==> src/rtl/alu_sequencer.sv <==
// Multi-cycle sequencer for an external combinational ALU_16bit: single-pass
// registered ALU ops and a 16x16 unsigned shift-and-add multiply.
module alu_sequencer (
    input  logic        clk,
    input  logic        rst,
    input  logic        start,
    input  logic [1:0]  cmd,
    input  logic [3:0]  op_s,
    input  logic        op_m,
    input  logic [15:0] op_a,
    input  logic [15:0] op_b,
    output logic        busy,
    output logic        done,
    output logic        err,
    output logic [31:0] result,
    output logic [15:0] alu_a,
    output logic [15:0] alu_b,
    output logic [3:0]  alu_s,
    output logic        alu_m,
    input  logic [15:0] alu_f
);

    typedef enum logic [2:0] {
        S_IDLE,
        S_SINGLE,
        S_MUL,
        S_DONE,
        S_ERR
    } state_t;

    state_t      r_state;
    state_t      w_next_state;

    logic [15:0] r_opa;
    logic [15:0] r_opb;
    logic [3:0]  r_s;
    logic        r_m;
    logic [15:0] r_mcand;
    logic [15:0] r_acc_hi;
    logic [15:0] r_acc_lo;
    logic [3:0]  r_cnt;
    logic [31:0] r_result;

    logic        w_carry;
    logic [15:0] w_sum;
    logic [31:0] w_prod;

    // ALU_16bit has no carry-out; an unsigned wrap of acc_hi+mcand shows as sum < acc_hi.
    assign w_carry = r_acc_lo[0] & (alu_f < r_acc_hi);
    assign w_sum   = r_acc_lo[0] ? alu_f : r_acc_hi;
    assign w_prod  = {w_carry, w_sum, r_acc_lo[15:1]};

    assign result  = r_result;

    always_ff @(posedge clk or posedge rst) begin
        if (rst) begin
            r_state <= S_IDLE;
        end else begin
            r_state <= w_next_state;
        end
    end

    always_comb begin
        w_next_state = r_state;
        busy         = 1'b1;
        done         = 1'b0;
        err          = 1'b0;
        alu_a        = '0;
        alu_b        = '0;
        alu_s        = '0;
        alu_m        = 1'b0;
        case (r_state)
            S_IDLE: begin
                busy = 1'b0;
                if (start) begin
                    case (cmd)
                        2'b00:   w_next_state = S_SINGLE;
                        2'b01:   w_next_state = S_MUL;
                        default: w_next_state = S_ERR;
                    endcase
                end
            end
            S_SINGLE: begin
                alu_a        = r_opa;
                alu_b        = r_opb;
                alu_s        = r_s;
                alu_m        = r_m;
                w_next_state = S_DONE;
            end
            S_MUL: begin
                alu_a = r_acc_hi;
                alu_b = r_mcand;
                alu_s = 4'b1001;
                alu_m = 1'b0;
                if (r_cnt == 4'd15) begin
                    w_next_state = S_DONE;
                end
            end
            S_DONE: begin
                done         = 1'b1;
                w_next_state = S_IDLE;
            end
            S_ERR: begin
                err          = 1'b1;
                w_next_state = S_IDLE;
            end
            default: w_next_state = S_IDLE;
        endcase
    end

    always_ff @(posedge clk or posedge rst) begin
        if (rst) begin
            r_opa    <= '0;
            r_opb    <= '0;
            r_s      <= '0;
            r_m      <= 1'b0;
            r_mcand  <= '0;
            r_acc_hi <= '0;
            r_acc_lo <= '0;
            r_cnt    <= '0;
            r_result <= '0;
        end else begin
            case (r_state)
                S_IDLE: begin
                    if (start && cmd == 2'b00) begin
                        r_opa <= op_a;
                        r_opb <= op_b;
                        r_s   <= op_s;
                        r_m   <= op_m;
                    end else if (start && cmd == 2'b01) begin
                        r_mcand  <= op_a;
                        r_acc_lo <= op_b;
                        r_acc_hi <= '0;
                        r_cnt    <= '0;
                    end
                end
                S_SINGLE: r_result <= {16'h0000, alu_f};
                S_MUL: begin
                    {r_acc_hi, r_acc_lo} <= w_prod;
                    r_cnt                <= r_cnt + 4'd1;
                    if (r_cnt == 4'd15) begin
                        r_result <= w_prod;
                    end
                end
                default: ;
            endcase
        end
    end

endmodule

==> config.mk <==
export PLATFORM = sky130hd
export DESIGN_NAME = alu_sequencer
export DESIGN_NICKNAME = d
export VERILOG_FILES = /design/src/rtl/alu_sequencer.sv
export SDC_FILE = /design/constraint.sdc
export NUM_CORES = 1
export LEC_CHECK = 0
export ABC_AREA = 1
export BUFFER_PORTS_ARGS = -buffer_cell sky130_fd_sc_hd__buf_2
export CAP_MARGIN = 20
export CELL_PAD_IN_SITES_DETAIL_PLACEMENT = 0
export CELL_PAD_IN_SITES_GLOBAL_PLACEMENT = 2
export CORE_ASPECT_RATIO = 0.5
export CORE_UTILIZATION = 28
export CTS_CLUSTER_DIAMETER = 40
export DETAILED_ROUTE_END_ITERATION = 10
export HOLD_SLACK_MARGIN = 0.02
export PLACE_DENSITY_LB_ADDON = 0.1
export RECOVER_POWER = 25
export SLEW_MARGIN = 0
export SYNTH_ARGS = -nofsm -noshare
export SYNTH_HDL_FRONTEND = slang
export SYNTH_SLANG_ARGS = --single-unit
==> constraint.sdc <==
create_clock -name clk -period 3.4 [get_ports clk]
set_clock_uncertainty 0.15 [all_clocks]
set_input_delay 0.17 -clock clk [delete_from_list [all_inputs] [get_ports clk]]
set_output_delay 0.17 -clock clk [all_outputs]
set_load 0.05 [all_outputs]
==> results by stage, run 1 <==
Status:
- The run finished, with violations left.
- The final reports fail on max-capacitance violations, max-slew violations.

STA:
- The max-slew violation total from the final report was 125.
- Measured against its own limit, the worst slew margin works out to -0.188.
- The share of the clock period used by the worst path after layout is 0.784.
- The count of final setup violators is 0.
- The tightest hold path in the finished design has a slack of 0.328 ns.
- Setup repair after global routing left no endpoint under its margin.
- The number of hold violations in the final report is 0.
- The transition time of the tightest slew-check pin is 1.78 ns.
- After routing, the total negative slack on setup checks comes to 0 ns.
- In the post-route analysis, the smallest setup slack over all paths is 0.733 ns.
- The highest clock frequency the design can meet is 375 MHz.
- The clock period could shrink to 2.67 ns.

Power:
- The maximum ir drop on the vdd rail is 0.533 mV.
- The completed layout was analyzed and its total power is ~8.6 mW.
- The areal power density over the cells is 1090 mW/mm2.
- The leakage power summed over all cells is 3.96 nW.

Synth:
- The netlist area before placement is 0.00581 mm2.
- The register area share after synthesis is 0.534.
- The proportion of netlist area held by the largest area contributor is 0.534.
- The number of unique standard cell types used by synthesis is 27.
- The number of nets in the synthesized netlist is just under 800.
- Yosys printed 0 warnings.
- Synthesis inferred 124 register bits.
- The mean instance size in the synthesized netlist is about 8.4 um2.
- The count of mapped cells out of synthesis is around 700.
- By area the synthesized netlist is led by sky130_fd_sc_hd__dfrtp_1 (53%), sky130_fd_sc_hd__nand2_1 (11%), sky130_fd_sc_hd__o21ai_0 (9.9%), sky130_fd_sc_hd__inv_1 (6.1%), sky130_fd_sc_hd__ha_1 (3.4%).
- The cell taking the most area after synthesis is sky130_fd_sc_hd__dfrtp_1.

Clocking:
- The number of hold-repair buffers added at the cts stage is 57.
- The number of clock sinks is 124.
- The number of levels the H-tree was split into is 4.
- TritonCTS built the clock tree.
- The later pin in the worst-skew pair is clocked with a latency of between 0.4 and 0.5 ns.
- The number of gates resized after cts is 0.
- CTS placed an instance of sky130_fd_sc_hd__clkbuf_16 at the clock tree root.
- The buffers inserted during post-CTS setup optimization is 0.
- The number of clock buffers added by TritonCTS is 17.
- The clock passes through at most 2 buffers.
- The clock input transition at the sequential cells of the worst setup and hold paths is roughly 0.060 ns.

GRT:
- The initial antenna violation count is 0.
- The global routing usage summed across all routing layers is 0.186.
- Entering global routing, the biggest net connects 125 pins.
- The global-route wire length before repair is 29.7 mm.
- The number of global-route vias before repair is 5036.
- The aggregate global routing overflow is 0.

Place:
- The minimum setup slack after placement is 1.07 ns.
- Port buffering added 129 buffers.
- Once placement completed, the tool counted placed cells totaling between 1k and 1.5k.
- At the end of routability-driven placement, the weighted congestion stood at 0.791.
- The HPWL reported at the end of detailed placement is 13.2 mm.
- The instance area at placement is 0.00671 mm2.

Floorplanning:
- The area of the core is 0.0199 mm2.
- In this run the core area contains 36 standard-cell rows.
- The count of boundary I/O pins is 130.
- For this configuration, the core starts out at a cell density of 0.292.
- The die is between 200 and 250 um wide.
- The die covers 0.0214 mm2.
- The height of the chip is 104 um.

Setup path:
- The worst setup path is captured at an output pin.
- The required time at the worst-slack endpoint is around 3.1 ns.
- The combined buffer and inverter count along the critical path is 2.
- The kind of start point of the critical path is a flip-flop.
- The data arrival time of the critical path is 2.35 ns.
- The worst register-to-register path begins at r_state[2].
- The kind of critical path is flip-flop to output pin.
- The critical path starts at r_state[0].
- For this run, the slowest stage of the critical path takes 0.56 ns.
- Among cell families on the critical path, the largest total delay comes from buffers and inverters.
- The signal on the critical path passes through nor3_4 > buf_4 > nand2_1 > o21ai_0 > buf_2.
- The slowest cell on the critical path is sky130_fd_sc_hd__buf_4.
- Of all nets on the critical path, the largest fanout is 48.

Run:
- The tool flagged a number of max-cap violations equal to 1.

Worst hold path:
- The class of the tightest hold or removal check is flip-flop to flip-flop.
- The start point of the worst min-delay path is result[26].

Cells and area:
- Once layout is complete, the utilization of the core stands at 0.396.
- In the layout the commonest cells are sky130_fd_sc_hd__nand2_1 (170), sky130_fd_sc_hd__buf_2 (128), sky130_fd_sc_hd__dfrtp_1 (124).
- The synthesis-to-layout area growth is 35.8%.
- The finished cells cover 0.00789 mm2.
- The commonest non-fill, non-tap cell in the layout is sky130_fd_sc_hd__nand2_1.
- The non-filler instance count after layout is approximately 1.1k.
- In the final layout, the share of cells above drive strength 1 is 0.200.
- For this run, the post-layout net count is 944.
- The number of antenna diodes in the final layout is 0.

Route:
- The DRC violation count after routing is 0.
- The number of detailed-route iterations in the first pass is 5.
- The via count normalized by instance count is 4.49.
- The via count of the routed design is 5155.
- The final wirelength is about 19 mm.
- The DRC violation total after the first TritonRoute iteration is between 200 and 250.
- The residual antenna-violating net count after detailed routing is 0.
- In the final routed layout, each cell accounts on average for 16.6 um.
-- layout make-up --
cell class | count | area, um2
clock buffer | 24 | 492
fill | 2139 | 12000
tap | 266 | 333
multi-input combinational | 432 | 2160
timing repair buffer | 197 | 1300
clock inverter | 7 | 135
sequential | 124 | 3100
inverter | 98 | 372
-- worst min-delay path: stages, from the launching register on --
cell and delay [ns]:
sky130_fd_sc_hd__dfrtp_1 0.34, sky130_fd_sc_hd__nand2_1 0.05, sky130_fd_sc_hd__o21ai_0 0.06
-- kinds of logic (layout without fill, tap and decap cells) --
family,Yosys count,in the layout,synth area share
AOI/OAI and AO/OA,179,179,0.169
xor gates and xnor gates,2,2,0.00301
adders and majority gates,16,16,0.0344
buffers and inverters,139,326,0.0945
DFF,124,124,0.534
and+or+nand+nor,235,235,0.165
-- report_power, final --
| part | internal (mW) | leakage, nW | switching (mW) |
|---|---|---|---|
| registers | 2.15 | 1.55 | 0.384 |
| clock network | 1.30 | 0.310 | 0.663 |
| logic | 1.05 | 2.09 | 3.08 |
| total | 4.50 | 3.96 | 4.13 |
-- state kept, by name (all words and copies together) (netlist names) --
signal    count
result       32
r_acc_hi     16
r_acc_lo     16
r_mcand      16
r_opa        16
r_opb        16
r_cnt         4
r_s           4
r_state       3
r_m           1
-- per-layer routing --
metal  vias up  global-route usage  share of wire
met5         -                   0              0
met4         0              0.0431         0.0059
met3         9              0.0335          0.040
met2       102               0.233           0.37
met1      2429               0.315           0.58
li1       2615                   -              -
-- Yosys cell counts --
library cell,count
sky130_fd_sc_hd__inv_2,3
sky130_fd_sc_hd__clkbuf_1,19
sky130_fd_sc_hd__inv_1,95
sky130_fd_sc_hd__nor3_4,2
sky130_fd_sc_hd__a211oi_1,1
sky130_fd_sc_hd__nand4_2,1
sky130_fd_sc_hd__nand4_1,2
sky130_fd_sc_hd__nor2_1,32
sky130_fd_sc_hd__buf_4,2
sky130_fd_sc_hd__o21ai_0,115
sky130_fd_sc_hd__nor3_1,3
sky130_fd_sc_hd__a31oi_1,19
sky130_fd_sc_hd__o211ai_1,16
sky130_fd_sc_hd__a21oi_1,8
sky130_fd_sc_hd__dfrtp_1,124
sky130_fd_sc_hd__xor2_1,1
sky130_fd_sc_hd__clkbuf_2,1
sky130_fd_sc_hd__xnor2_1,1
sky130_fd_sc_hd__buf_2,15
sky130_fd_sc_hd__nand2_2,2
sky130_fd_sc_hd__nand3_1,22
sky130_fd_sc_hd__ha_1,16
sky130_fd_sc_hd__buf_1,4
sky130_fd_sc_hd__nand2_1,170
sky130_fd_sc_hd__o22ai_1,17
sky130_fd_sc_hd__nand3b_1,1
sky130_fd_sc_hd__o21ai_1,3
-- worst paths after layout --
check                                  end  slack [ns]  depth (start not counted)
max in group asynchronous        r_opb[13]        1.16                          4
worst min register to register  result[26]        0.33                          2
worst min-delay path            result[26]        0.33                          2
worst max register to register  result[15]        1.07                          9
min in group asynchronous       result[20]        0.84                          4
worst max-delay path             alu_b[14]        0.73                          5
(Power assumes the default switching activity.)
==> run 2: changes to the inputs <==
--- a/config.mk
+++ b/config.mk
@@ -11,7 +11,7 @@
 export CELL_PAD_IN_SITES_DETAIL_PLACEMENT = 0
 export CELL_PAD_IN_SITES_GLOBAL_PLACEMENT = 2
 export CORE_ASPECT_RATIO = 0.5
-export CORE_UTILIZATION = 28
+export CORE_UTILIZATION = 32
 export CTS_CLUSTER_DIAMETER = 40
 export DETAILED_ROUTE_END_ITERATION = 10
 export HOLD_SLACK_MARGIN = 0.02
==> constraint.sdc (replaced) <==
create_clock -name clk -period 2.7 [get_ports clk]
set_clock_uncertainty 0.15 [all_clocks]
set_input_delay 0.135 -clock clk [delete_from_list [all_inputs] [get_ports clk]]
set_output_delay 0.135 -clock clk [all_outputs]
set_load 0.05 [all_outputs]
==> results by stage, run 2 (synthesis gave the netlist of run 1 again) <==
Cells and area:
- The flip-flop count of the largest register, all copies and words added is 32 (unchanged).
- The antenna diode count came to 0 (unchanged).
- Commonest non-fill, non-tap cells in the layout: sky130_fd_sc_hd__nand2_1 (170), sky130_fd_sc_hd__buf_2 (125), sky130_fd_sc_hd__dfrtp_1 (124) (was sky130_fd_sc_hd__nand2_1 (170), sky130_fd_sc_hd__buf_2 (128), sky130_fd_sc_hd__dfrtp_1 (124)).
- The number of nets in the finished design came to 946 (was 944).
- The commonest non-fill, non-tap cell in the layout is sky130_fd_sc_hd__nand2_1 (unchanged).
- The synthesis-to-layout area growth is 35.9% (was 35.8%).
- The core occupancy in the finished layout is 0.450 (was 0.396).
- The share of post-route cells with drive strength above 1 is 0.202 (was 0.200).

Worst hold path:
- The class of the tightest hold or removal check is flip-flop to flip-flop (unchanged).

Place:
- The HPWL reported at the end of detailed placement is 12.3 mm (was 13.2 mm).
- The routability congestion estimate is 0.791 (about the same).
- The number of I/O port buffers is 129 (unchanged).
- The minimum setup slack after placement was 0.394 ns (was 1.07 ns).

Route:
- The via count of the routed design is 5151 (was 5155).
- The via count normalized by instance count is 4.61 (was 4.49).
- The DRC violation total after the first TritonRoute iteration is 336 (was 241).
- The DRC violation count after routing is 12 (was 0).
- The average wire length per cell after detail routing is 16.1 um (was 16.6 um).
- The number of detailed-route iterations in the first pass is 8 (was 5).
- The residual antenna-violating net count after detailed routing was 0 (unchanged).
- The final wirelength is 18.0 mm (was 19.1 mm).

STA:
- The number of hold violations in the final report came to 0 (unchanged).
- Of the available clock period, the critical path in the final layout requires 0.938.
- Setup repair after global routing missed its margin: false (unchanged).
- The highest clock frequency the design can meet is 395 MHz.
- The final critical path time including I/O delays and setup is 2.53 ns.
- The transition time of the tightest slew-check pin is 1.79 ns (was 1.78 ns).
- The aggregate negative setup slack is 0 ns (unchanged).
- The max-slew violation total from the final report was 125 (unchanged).
- The slack of the critical path is 0.166 ns (was 0.733 ns).
- The relative slew slack is -0.193 (was -0.188).
- The count of final setup violators is 0 (unchanged).

Floorplanning:
- The die area came to 0.0187 mm2 (was 0.0214 mm2).
- The number of core rows is 34 (was 36).
- The count of boundary I/O pins is 130 (unchanged).
- The area of the core is 0.0176 mm2 (was 0.0199 mm2).
- The width of the die is 193 um (was 206 um).
- The initial cell density of the core is 0.331 (was 0.292).
- The height of the chip was 97.3 um (was 104 um).

Clocking:
- The CTS tree is done (unchanged).
- The buffers inserted during post-CTS setup optimization is 0 (unchanged).
- The number of clock sinks is 124 (unchanged).
- The number of CTS-inserted buffers is 17 (unchanged).
- The clock tree buffer depth was 2 (unchanged).
- The clock input transition at the sequential cells of the worst setup and hold paths was 0.05 ns (was 0.06 ns).
- The number of hold-repair buffers added at the cts stage is 57 (unchanged).
- The number of levels the H-tree was split into was 4 (unchanged).
- The cell chosen for the clock root is sky130_fd_sc_hd__clkbuf_16 (unchanged).
- The clock network latency to the later pin of the worst-skew pair is 0.41 ns (about the same).
- The number of gates resized after cts was 0 (unchanged).

Setup path:
- The kind of critical path is flip-flop to output pin (unchanged).
- The kind of start point of the critical path is a flip-flop (unchanged).
- The data arrival time of the critical path was 2.25 ns (was 2.35 ns).
- Cells along the critical path: nor3_4 > buf_4 > nand2_1 > o21ai_0 > buf_2 (unchanged).
- The peak per-stage delay on the critical path is 0.51 ns (was 0.56 ns).
- The cell class contributing the biggest share of worst-path delay is buffers and inverters (unchanged).
- The endpoint kind of the worst setup timing path is an output pin (unchanged).
- The peak fanout along the critical path was 49 (was 48).
- The worst setup slack for register-to-register paths is 0.40 ns (was 1.07 ns).
- The required time at the worst-slack endpoint came to 2.41 ns (was 3.08 ns).
- The slowest cell on the critical path is sky130_fd_sc_hd__buf_4 (unchanged).
- The combined buffer and inverter count along the critical path is 2 (unchanged).

Status:
- Violated checks: design-rule violations, max-capacitance violations, max-slew violations (was max-capacitance violations, max-slew violations).
- Run status: finished, violations left (unchanged).

GRT:
- The global routing usage summed across all routing layers is 0.204 (was 0.186).
- The global-route wire length before repair is 28.3 mm (was 29.7 mm).
- The initial antenna violation count is 0 (unchanged).
- The aggregate global routing overflow is 0 (unchanged).
- The largest net degree at the start of global routing is 125 (unchanged).
- The number of global-route vias before repair was 4971 (was 5036).

Power:
- The leakage power summed over all cells is 3.97 nW (was 3.96 nW).
- The areal power density over the cells is 1370 mW/mm2 (was 1090 mW/mm2).
- The maximum ir drop on the vdd rail was 0.629 mV (was 0.533 mV).

Run:
- The count of max-cap constraint violations is 1 (unchanged).
-- run 2: layout make-up --
class | count | area [um2]
sequential | 124 | 3100
clock buffer | 24 | 502
clock inverter | 7 | 110
tap | 234 | 293
multi-input combinational | 432 | 2160
timing repair buffer | 199 | 1360
inverter | 98 | 372
fill | 1765 | 9670
-- run 2: per-layer routing --
layer / track usage / vias up / part of all wire
met5: 0 / - / 0
met1: 0.341 / 2402 / 0.58
met4: 0.0660 / 0 / 0.0093
li1: - / 2620 / -
met2: 0.245 / 113 / 0.37
met3: 0.0444 / 16 / 0.049
-- run 2: path summary, 6_finish.rpt --
| kind | from | end | depth (start not counted) |
|---|---|---|---|
| max | r_state[0] | alu_b[14] | 5 |
| min | result[22] | result[22] | 2 |
| max reg2reg | r_state[0] | result[1] | 7 |
| min reg2reg | result[22] | result[22] | 2 |
| max in group asynchronous | rst | r_opb[3] | 4 |
| min in group asynchronous | rst | result[30] | 4 |
-- run 2: metrics by stage --
stage | hold slack [ns] | instances | cell area, um2 | power, mW
floorplan | 0.133 | 695 | 5820 | 7.02
global placement | 0.234 | 1030 | 6730 | 8.36
detailed placement | 0.241 | 1030 | 6730 | 8.42
CTS | 0.335 | 1118 | 7910 | 10.9
global route | 0.356 | 1118 | 7900 | 11.6
finish | 0.328 | 1118 | 7900 | 10.8
-- run 2: power breakdown --
| part | internal, mW | switching [mW] | leakage [nW] | total, mW |
|---|---|---|---|---|
| logic | 1.40 | 3.87 | 2.11 | 5.27 |
| registers | 2.71 | 0.459 | 1.55 | 3.17 |
| clock network | 1.56 | 0.812 | 0.306 | 2.38 |
-- run 2: tightest hold or removal path: cells and delay by family, from the launching register on --
family / cells / cell delay [ns]
AND/OR/NAND/NOR: 1 / 0.05
AO/OA/AOI/OAI: 1 / 0.06
flip-flops: 1 / 0.34
